==> src/rtl/mem_arbiter.sv <==
// mem_arbiter: shares one single-port, fixed-latency main memory between the
// instruction-fetch side (I) and the data side (D).
//
// Only one transaction is in flight at a time. The state sequence is
// IDLE -> ISSUE -> WAIT -> DONE -> IDLE.
//
// Ports
//   clk, rst                    clock; synchronous active-low reset
//   i_req, i_addr               I-side read request and word address
//   i_rdata, i_done, i_stall    I-side read data, completion pulse, stall
//   d_req, d_wr, d_addr,        D-side request, write select, word address
//   d_wdata                     and write data
//   d_rdata, d_done, d_stall    D-side read data, completion pulse, stall
//   mem_en, mem_wr, mem_addr,   memory command (one-cycle strobe plus
//   mem_wdata                   qualifiers, all registered)
//   mem_rdata                   memory read data, valid MEM_LAT cycles
//                               after the mem_en cycle
//
// Configuration macro MEMARB_RR_EN
//   defined:   a tie goes to the side not granted last. The last-grant
//              register resets to I, so the first tie goes to D.
//   undefined: fixed priority, D before I.
module mem_arbiter #(
  parameter int MEM_LAT = 4,
  parameter int CNT_W   = 3,
  parameter int DATA_W  = 16,
  parameter int ADDR_W  = 16
) (
  input  logic              clk,
  input  logic              rst,
  input  logic              i_req,
  input  logic [ADDR_W-1:0] i_addr,
  output logic [DATA_W-1:0] i_rdata,
  output logic              i_done,
  output logic              i_stall,
  input  logic              d_req,
  input  logic              d_wr,
  input  logic [ADDR_W-1:0] d_addr,
  input  logic [DATA_W-1:0] d_wdata,
  output logic [DATA_W-1:0] d_rdata,
  output logic              d_done,
  output logic              d_stall,
  output logic              mem_en,
  output logic              mem_wr,
  output logic [ADDR_W-1:0] mem_addr,
  output logic [DATA_W-1:0] mem_wdata,
  input  logic [DATA_W-1:0] mem_rdata
);

  typedef enum logic [1:0] {IDLE, ISSUE, WAIT, DONE} state_t;

  state_t           state;
  logic [CNT_W-1:0] cnt;
  logic             owner_d;   // 1: current transaction belongs to D-side
  logic             win_d;     // arbitration result for this IDLE cycle

`ifdef MEMARB_RR_EN
  logic             last_d;    // 1: most recent grant went to D-side
`endif

  // Stall while a request is outstanding. The stall drops in the done cycle
  // so the pipeline can advance on the same edge that the data is consumed.
  assign i_stall = i_req & ~i_done;
  assign d_stall = d_req & ~d_done;

  // Arbitration.
  // win_d only matters when at least one request is present:
  //   - D alone, or a fixed-priority tie, selects D.
  //   - I alone selects I.
  //   - With round robin, a tie goes to the side not granted last.
  always_comb begin
    win_d = d_req;
`ifdef MEMARB_RR_EN
    if (i_req && d_req) win_d = ~last_d;
`endif
  end

  always_ff @(posedge clk) begin
    if (!rst) begin
      state     <= IDLE;
      cnt       <= '0;
      owner_d   <= 1'b0;
      mem_en    <= 1'b0;
      mem_wr    <= 1'b0;
      mem_addr  <= '0;
      mem_wdata <= '0;
      i_rdata   <= '0;
      d_rdata   <= '0;
      i_done    <= 1'b0;
      d_done    <= 1'b0;
`ifdef MEMARB_RR_EN
      last_d    <= 1'b0;
`endif
    end else begin
      // Strobes default low so each one lasts exactly one cycle.
      mem_en <= 1'b0;
      i_done <= 1'b0;
      d_done <= 1'b0;

      case (state)
        // Grant stage: latch the winner's command. mem_en is registered,
        // so the command appears in the following (ISSUE) cycle.
        IDLE: begin
          if (i_req || d_req) begin
            owner_d   <= win_d;
            mem_en    <= 1'b1;
            mem_wr    <= win_d ? d_wr : 1'b0;
            mem_addr  <= win_d ? d_addr : i_addr;
            mem_wdata <= win_d ? d_wdata : '0;
`ifdef MEMARB_RR_EN
            last_d    <= win_d;
`endif
            state     <= ISSUE;
          end
        end

        // Issue stage: the strobe is visible this cycle. Start the latency
        // count so that the cnt==0 WAIT cycle is MEM_LAT cycles after mem_en.
        ISSUE: begin
          cnt   <= CNT_W'(MEM_LAT - 1);
          state <= WAIT;
        end

        // Wait stage: capture read data in the cycle it is valid. A write
        // leaves the owner's rdata register untouched. mem_wr still holds the
        // latched command here.
        WAIT: begin
          if (cnt == '0) begin
            if (owner_d) begin
              if (!mem_wr) d_rdata <= mem_rdata;
              d_done <= 1'b1;
            end else begin
              i_rdata <= mem_rdata;
              i_done  <= 1'b1;
            end
            state <= DONE;
          end else begin
            cnt <= cnt - 1'b1;
          end
        end

        // Done stage: the done pulse is visible this cycle. Requests are not
        // sampled here; a request still held is picked up in the next IDLE.
        DONE: begin
          state <= IDLE;
        end

        default: begin
          state <= IDLE;
        end
      endcase
    end
  end

endmodule

==> config.mk <==
export PLATFORM = sky130hd
export DESIGN_NAME = mem_arbiter
export DESIGN_NICKNAME = d
export VERILOG_FILES = /design/src/rtl/mem_arbiter.sv
export SDC_FILE = /design/constraint.sdc
export NUM_CORES = 1
export LEC_CHECK = 0
export ABC_AREA = 1
export CAP_MARGIN = 20
export CORE_MARGIN = 1.5
export CORE_UTILIZATION = 42
export DETAILED_ROUTE_END_ITERATION = 8
export PLACE_DENSITY = 0.8
export SETUP_SLACK_MARGIN = 0.3
export SYNTH_ARGS = -nofsm -noshare
export SYNTH_HDL_FRONTEND = slang
export SYNTH_SLANG_ARGS = --single-unit
==> constraint.sdc <==
create_clock -name clk -period 1.77 [get_ports clk]
set_input_delay 0.354 -clock clk [delete_from_list [all_inputs] [get_ports clk]]
set_output_delay 0.354 -clock clk [all_outputs]
set_load 0.05 [all_outputs]
==> metrics.txt <==
Syn Nets=491; clk_skew=0.00692 ns; Slew Limit Fails=0; Routed WL=8270 microns; Post-Syn Instances=415; DP Worst Slack=-0.00610 ns; Die X=89.3 microns; post-route cell area=4780 sq um; Num Clock Sinks=74; later-pin clock latency in the skew report=approximately 0.34 ns; Pleak=roughly 2.2 nW; Hold/Removal Path Class=reg2reg; Net Switching=3.17 mW; Compound-Gate Fraction of Synth Area=10.6%; root buf cell=clkbuf_8; initial antenna violation count=0; Final setup viols=0; #FFs+latches synth=74; # DRC=0; sequential element share of the synthesized area=47.4%; clock share of power=18.3%; EDFF count, synth=0; TritonRoute pass-1 iters=4; Synth Area in XOR/XNOR=0%; Arr. time, crit path=roughly 1.7 ns; Max-Cap Viols=0; Fillers=648; total via count in the routed design=3102; Worst Path Max Fanout=8; switch share=44.1%; RSZ-0062 raised after global routing=yes; Int Pwr=between 4 and 5 mW; Adder-Cell Fraction of Synth Area=2.80%; Power Dens Cells=1500 nW/um^2; Boundary Pins=139; minimum clock period=around 1.4 ns; count leader, synth=nand2_1; H-tree levels=3; diodes inserted=0; first-pass GRT wire length=12900 microns; Port Buffers=138; critical path class=reg2reg; CORE AREA=7210 sq um; die height=89.3 microns; crit end category=register; Synth top cells by count=nand2_1 (109), nor2_1 (98), dfxtp_1 (74), a21oi_1 (20), o21ai_0 (18); Post-DP Area=4480 sq um; Post-CTS Hold Fix Bufs=0; layout cell share with drive strength beyond 1=23.4%; Async S/R FF share, synth=0%; overall routing resource usage=20.9%; syn avg cell area=7.53 sq um; worst setup margin=0.343 ns; Final Hold Fails=0; Worst Tran Pin Value=0.382 ns; Comb power frac=49.9%; Post-Synth Simple-Gate Area=33.2%; FMAX=between 0.7 and 0.8 GHz; status=finished, final reports clean; area leader, netlist=dfxtp_1; YS warnings=0; relative slew slack=74.5%; largest net degree at the start of global routing=33; Routed WL per cell=around 12 microns; CTS tree=built; Synth Flop Type=dfxtp_1; largest family of logic cells by synthesized area=simple AND/OR/NAND/NOR gates; total power=7.19 mW; Initial Utilization=43.3%; Rows=31; mux contribution to synthesized area=0%; period utilisation layout=between 80 and 90%; CTS Buf Count=9; Vias/cell=4.68; reg2reg setup slack=0.34 ns; grt ovf=0; CTS max path bufs=2; final setup TNS=0 ns; Distinct cells, synth=24; WP data required=a little over 2 ns; Clock transition at path regs=0.07 ns; synth top area cells=dfxtp_1 (47%), nand2_1 (13%), nor2_1 (12%); synthesized area=between 3000 and 4000 sq um; Peak VDD IR=0.820 mV; number of global-route vias before repair=2922; nets=approximately 640; Initial DRC Count=94; sequential share of power=31.8%; die area=7970 sq um; post-DP HPWL=5900 microns; top-area cell type share of the netlist area=47.4%; startpoint types=register; GPL Wtd Cong=roughly 0.80; Syn-to-layout area delta=52.8%; Post-DRT Antenna Nets=0
## final timing paths
kind                 start       endpoint  cells past startpoint
min reg2reg  mem_wdata[13]  mem_wdata[13]                      2
min          mem_wdata[13]  mem_wdata[13]                      2
max reg2reg         cnt[0]    d_rdata[12]                      8
max                 cnt[0]    d_rdata[12]                      8
## routing by layer
layer / track usage (%) / vias up / part of all wire, % / routed length (microns)
li1: - / 1593 / - / -
met1: 25.3 / 1433 / 42 / 3490
met2: 35.8 / 69 / 52 / 4270
met3: 6.19 / 7 / 5.3 / 436
met4: 6.85 / 0 / 0.92 / 76
met5: 0 / - / 0 / 0
## through the flow
stage	util [%]	hold slack [ns]	std cells
3_3_place_gp	62.0	0.448	644
2_1_floorplan	-	0.434	415
4_1_cts	65.5	0.463	662
3_5_place_dp	62.0	0.452	644
6_report	66.2	0.462	663
5_1_grt	66.2	0.484	663
## worst max-delay path, stage by stage (launching register included)
cell and delay [ns]:
dfxtp_2 0.33, inv_2 0.06, ha_2 0.18, ha_4 0.17, nand2_4 0.08, nor3_4 0.23
clkbuf_16 0.21, nor2_1 0.05, nor2_2 0.06
## sequential cells by signal (all words and copies together) (netlist names)
name / count
mem_wdata: 16
d_rdata: 16
i_done: 1
d_done: 1
owner_d: 1
mem_addr: 16
cnt: 3
mem_en: 1
state: 2
mem_wr: 1
i_rdata: 16
## power groups by stage
| stage | clock network, mW | logic, mW | registers [mW] |
|---|---|---|---|
| after CTS | 1.34 | 3.52 | 2.28 |
| final | 1.31 | 3.59 | 2.29 |
| after global routing | 1.41 | 3.87 | 2.33 |
| after global placement | 0 | 3.38 | 2.30 |
| after floorplan | 0 | 1.22 | 3.46 |
| after detailed placement | 0 | 3.45 | 2.31 |
## layout by cell type, fill, tap and decap left out, types with 2 or more instances in the layout
master / count
a21oi_1: 20
buf_12: 6
buf_4: 78
clkbuf_1: 3
clkbuf_8: 11
clkdlybuf4s50_1: 66
dfxtp_1: 73
ha_1: 2
ha_2: 4
inv_1: 7
inv_2: 6
inv_4: 2
nand2_1: 109
nand3_1: 2
nand3b_1: 16
nor2_1: 96
nor2_2: 13
o21ai_0: 17
o21bai_1: 16
## timing repair
action / in CTS / in global routing
cloned: 0 / 1
pin swaps: 1 / 3
endpoints found under the setup margin: 37 / 47
buffers inserted: 2 / 0
gates resized for setup: 7 / 11
## kinds of logic (layout without fill, tap and decap cells)
kind of cell	after synthesis	in the layout
adder cells (fa/ha/maj)	7	7
AO/OA/AOI/OAI	56	56
flip-flops	74	74
AND/OR/NAND/NOR	242	242
buffers and inverters	36	185
## area by class of cell
cell class / instances / area (sq um) / share of cell area (%)
Clock buffer: 14 / 163 / 3.40
Clock inverter: 2 / 35.0 / 0.733
Sequential cell: 74 / 1480 / 31.0
Tap cell: 99 / 124 / 2.59
Timing Repair Buffer: 153 / 1410 / 29.5
Inverter: 16 / 68.8 / 1.44
Multi-Input combinational cell: 305 / 1500 / 31.3
Note: power is estimated with default switching activity, not from simulation.
